--- src/rtl/down_counter_loadable.sv ---
// Loadable down-counter/timer with one-cycle done pulse at terminal count.
// Define DOWN_COUNTER_AUTO_RELOAD_EN for periodic reload from the last loaded value.
module down_counter_loadable #(
  parameter int unsigned WIDTH = 4
) (
  input  logic             clk,
  input  logic             rst_n,
  input  logic [WIDTH-1:0] d,
  input  logic             wr,
  input  logic             en,
  output logic [WIDTH-1:0] q,
  output logic             busy,
  output logic             done
);

  localparam logic [1:0] IDLE   = 2'd0;
  localparam logic [1:0] RUN    = 2'd1;
  localparam logic [1:0] EXPIRE = 2'd2;

  localparam logic [WIDTH-1:0] ONE = WIDTH'(1);

  logic [1:0]       state;
  logic [1:0]       state_nxt;
  logic [WIDTH-1:0] q_nxt;

`ifdef DOWN_COUNTER_AUTO_RELOAD_EN
  logic [WIDTH-1:0] reload;

  always_ff @(posedge clk or negedge rst_n) begin
    if (!rst_n) begin
      reload <= '0;
    end else if (wr) begin
      reload <= d;
    end
  end
`endif

  // A load overrides every state transition, including the EXPIRE exit.
  always_comb begin
    state_nxt = state;
    q_nxt     = q;
    if (wr) begin
      q_nxt     = d;
      state_nxt = (d != '0) ? RUN : IDLE;
    end else begin
      case (state)
        IDLE: begin
        end
        RUN: begin
          if (en) begin
            if (q == ONE) begin
              q_nxt     = '0;
              state_nxt = EXPIRE;
            end else begin
              q_nxt = q - ONE;
            end
          end
        end
        EXPIRE: begin
`ifdef DOWN_COUNTER_AUTO_RELOAD_EN
          if (reload != '0) begin
            q_nxt     = reload;
            state_nxt = RUN;
          end else begin
            q_nxt     = '0;
            state_nxt = IDLE;
          end
`else
          q_nxt     = '0;
          state_nxt = IDLE;
`endif
        end
        default: begin
          q_nxt     = '0;
          state_nxt = IDLE;
        end
      endcase
    end
  end

  always_ff @(posedge clk or negedge rst_n) begin
    if (!rst_n) begin
      q     <= '0;
      state <= IDLE;
    end else begin
      q     <= q_nxt;
      state <= state_nxt;
    end
  end

  assign busy = (state == RUN);
  assign done = (state == EXPIRE);

endmodule
--- config.mk ---
export PLATFORM = sky130hd
export DESIGN_NAME = down_counter_loadable
export DESIGN_NICKNAME = d
export VERILOG_FILES = /design/src/rtl/down_counter_loadable.sv
export SDC_FILE = /design/constraint.sdc
export NUM_CORES = 1
export LEC_CHECK = 0
export CAP_MARGIN = 10
export CORE_AREA = 2 2 39 41
export CTS_CLUSTER_SIZE = 10
export DETAILED_ROUTE_END_ITERATION = 10
export DIE_AREA = 0 0 41 43
export GPL_ROUTABILITY_DRIVEN = 0
export PLACE_DENSITY = 0.54
export SYNTH_ARGS = -nofsm -noshare
export SYNTH_HDL_FRONTEND = slang
export SYNTH_SLANG_ARGS = --single-unit
--- constraint.sdc ---
create_clock -name clk -period 2.05 [get_ports clk]
set_clock_uncertainty 0.15 [all_clocks]
set_input_delay 0.205 -clock clk [delete_from_list [all_inputs] [get_ports clk]]
set_output_delay 0.205 -clock clk [all_outputs]
set_load 0.02 [all_outputs]
### Yosys cells after proc, flatten, opt, wreduce, memory -nomap -nowiden

Index checks and enable logic that the tools add are counted.

| cells by class | value |
|---|---|
| $add $sub $neg | 1 |
| equality and inequality tests | 6 |
| mux-type cells | 9 |
| reductions and logical operators | 4 |

Operators by type and width:

| kind | number |
|---|---|
| $mux 4 | 3 |
| $pmux 4 s2 | 1 |
| $mux 2 | 3 |
| $eq 4x1->1 const B | 1 |
| $pmux 2 s2 | 1 |
| $reduce_bool 4->1 | 1 |
| $sub 4x1->4 const B | 1 |
| $ne 3x2->1 const B | 1 |
| $ne 3x3->1 const B | 1 |
| $reduce_and 3->1 | 1 |
| $eq 2x1->1 const B | 1 |
| $eq 2x2->1 const B | 1 |
| $logic_not 2->1 | 1 |
| $ne 2x2->1 const B | 1 |
| $reduce_and 2->1 | 1 |
| $mux 1 | 1 |

| word-level totals | value |
|---|---|
| bits in registers | 6 |
| input bits | 8 |
| output and inout port bits | 6 |
| logic and storage cells | 22 |

### Depth between registers and ports, before layout

| depth | value |
|---|---|
| word-level depth | 5 |
| mapped depth | 5 |
| gate-level depth less buffers | 5 |

### Worst setup path after synthesis

No wires, ideal clock.

| timing | value |
|---|---|
| path kind | flip-flop to flip-flop |
| start point | reg q[1] |
| end point | reg state[1] |
| library setup time | 107 ps |
| arrival | 1422 ps |
| data required time | 1793 ps |
| path slack | 372 ps |
| stages on the path, launching flop included | 5 |
| buffers on the path | 0 |
| period minus slack after synthesis | 1678 ps |
| cells stage by stage | dfrtp_1 inv_1 ha_1 or3b_4 a2111oi_4 |

| on the way | value |
|---|---|
| word-level cells in the longest chain between the ends | 3 |

Ends and longest elaborated chain:

| what | line | source |
|---|---|---|
| start, declared | 11 | `output logic [WIDTH-1:0] q,` |
| start signal, assigned | 86 | `q <= q_nxt;` |
| $eq 4x1->1 | 51 | `if (q == ONE) begin` |
| $ne 3x2->1 (no source line) | -- |  |
| $reduce_and 3->1 (no source line) | -- |  |
| end signal, assigned | 87 | `state <= state_nxt;` |
| end, declared | 22 | `logic [1:0] state;` |

No other way between the ends.
A chain may end at the register's enable or synchronous reset.

### Worst setup path in the final report

| timing | value |
|---|---|
| start point | reg state[1] |
| end point | out done |

| on the way | value |
|---|---|
| word-level cells in the longest chain between the ends | 1 |

Ends and longest elaborated chain:

| what | line | source |
|---|---|---|
| $eq 2x2->1 | 92 | `assign done = (state == EXPIRE);` |
| end, declared | 13 | `output logic done` |

No other way between the ends.

==> results.cfg <==
[status]
status = finished clean

[route]
drt_wl_total_um = 992
wire_per_inst_um = 14.0
dr.pass1.iters = 4
ant_nets = 0
initialDrtViolationCount = 11
drc = 0
vias = 377
vias_per_cell = 5.31

[layout]
drive_above_1_share_pct = 16.4
diodes = 0
fin_area_um2 = 591
area.growth.synth_to_final_pct = 42.2
final_nets = 67

[setup_path]
reg2reg_depth = 4
crit_path_end_kind = output pin
path_buf_inv = 1
cp_top_family = buffers and inverters
path_cells = and2b_1, clkdlybuf4s50_1
critical_path_depth = 2
critPathMaxFanout = 8
start_kind = flip-flop
critPathMaxStageDelay_ns = 0.59
crit_type = flip-flop to output pin
crit_start = state[1]$_DFFE_PN0P_
slowest_stage = clkdlybuf4s50_1
r2r_start = q[1]$_DFFE_PN0P_
crit_arrival_ns = 1.53
cp.required_ns = 1.69

[placed_design]
hpwl_um = 794
dp_slack_ns = 0.416
dpl_cell_area_um2 = 568
io_buffers = 13

[cts]
htreeDepth = 1
cts.sinks = 6
hold_buffers = 0
cts_setup_buffers = 0
root_buffer = clkbuf_4
clock_latency_ns = 0.24
clk_pin_slew_worst_paths_ns = 0.04
cts_made_buffers = 3
cts-resized-gates = 0
max-clock-path-buffers = 2
cts_tree = yes

[sta]
fin_crit_sh_pct = 92.1
fmax_ghz = 0.530
hold-worst-slack_ns = 0.0556
worstMarginPinSlew_ns = 0.524
final-max-slew-violation-count = 0
grt_setup_unrepaired = no
setup_ws_ns = 0.162
slew_headroom_pct = 64.6
hold_viol = 0
setup-tns-final_ns = 0
setup_viol = 0
fin_crit_ns = 1.89

[global_route]
grt_use_total_pct = 13.1
gr-usage-met3_pct = 7.85
grtUsageMet1_pct = 17.6
grt_antenna_before_repair = 0
grt_pass1_vias = 344
met2_usage_pct = 18.1
grt-busiest-layer = met2
grt_max_degree = 9
grt_pass1_wl_um = 1520
grt-ovfl-total = 0

[floorplan]
rows = 14
die_h_um = 43
start_util_pct = 30.0
io_pins = 14
die_w_um = 41
core_um2 = 1380
dieArea_um2 = 1760

[synthesis]
syn_inst = 39
syn_area_um2 = 415
ys_seq_area_share_pct = 36.1
ys_types = 24
yosys_warnings = 0
ys_ff_latch = 6
syn_nets = 49
avgSynthCellArea_um2 = 10.7

[power]
finalPower_uw = 406
p_leak_uw = 0.000240
ir_drop_mv = 0.513
powerDensity_nw_per_um2 = 688

[run]
drv_cap = 0

[worst_hold_path]
min_path_type = input port to async pin
[flip-flops by register name, indices dropped and copies added (netlist names)]
register and cells:
q 4, state 2
[worst register-to-register path: stages, from the launching register on]
cell and delay (ns):
dfrtp_1 0.38, inv_1 0.10, ha_1 0.13, or3b_4 0.42
a2111oi_4 0.34
[cell families after synthesis]
kind of cell,Yosys count,synth area share (%)
buf+inv,3,3.01
flops,6,36.1
mux,1,2.41
fa+ha+maj,2,6.02
simple gates,16,25.0
compound gates,11,27.4
[placed cells by master, fill, tap and decap left out, types with 2 or more instances in the layout]
master           netlist  routed
a32oi_1                3       3
inv_1                  2       2
dfrtp_1                6       6
and2b_1                2       2
clkdlybuf4s50_1        0      13
nand4_1                2       2
nor2_1                 4       4
ha_1                   2       2
clkbuf_4               0       3
nand2_1                2       2
[Yosys cell counts]
| library cell | number | area share (%) |
|---|---|---|
| nand3_1 | 1 | 1.2 |
| a21oi_2 | 1 | 2.1 |
| or3b_4 | 1 | 2.7 |
| a211o_1 | 1 | 2.1 |
| and2b_1 | 2 | 3.6 |
| nor3_1 | 1 | 1.2 |
| a21oi_1 | 1 | 1.2 |
| a22o_1 | 1 | 2.1 |
| nand2_1 | 2 | 1.8 |
| a32oi_1 | 3 | 6.3 |
| nand3b_1 | 1 | 1.8 |
| ha_1 | 2 | 6.0 |
| o31ai_2 | 1 | 3.0 |
| o41ai_1 | 1 | 2.1 |
| nor3b_4 | 1 | 4.5 |
| nand4_1 | 2 | 3.0 |
| buf_2 | 1 | 1.2 |
| dfrtp_1 | 6 | 36 |
| inv_1 | 2 | 1.8 |
| a2111oi_4 | 1 | 6.6 |
| o211ai_1 | 1 | 1.8 |
| nor2_1 | 4 | 3.6 |
| nor2b_1 | 1 | 1.5 |
| mux2i_1 | 1 | 2.4 |
[metrics by stage]
stage | cells | utilization, %
final | 71 | 42.7
after global routing | 71 | 42.7
after CTS | 71 | 42.7
after detailed placement | 68 | 41.0
after global placement | 68 | 41.0
after floorplan | 39 | -
[where the power goes]
part	internal, µW	leakage [µW]	switching, µW
Sequential	134	0.0000733	22.0
Clock	66.1	0.0000138	40.8
Combinational	73.6	0.000153	70.2
[final cells by class]
cell class,instances,area [µm²]
inverters,2,7.51
fillers,144,793
clock buffers,3,22.5
multi-input cells,30,253
well taps,16,20.0
repair buffers,14,138
flip-flops and latches,6,150
[layer usage]
| layer | part of all wire (%) | routed length (µm) |
|---|---|---|
| met2 | 45 | 448 |
| met4 | 0.81 | 8 |
| met5 | 0 | 0 |
| met1 | 48 | 474 |
| met3 | 6.0 | 60 |
[worst paths after layout]
| check | endpoint | slack (ns) |
|---|---|---|
| setup / recovery | done | 0.16 |
| hold / removal | q[3]$_DFFE_PN0P_ | 0.06 |
| setup reg to reg | state[1]$_DFFE_PN0P_ | 0.43 |
| max in group asynchronous | q[2]$_DFFE_PN0P_ | 1.47 |
| min in group clk | q[3]$_DFFE_PN0P_ | 0.42 |
| hold reg to reg | q[3]$_DFFE_PN0P_ | 0.42 |
Note: power is estimated with default switching activity, not from simulation.
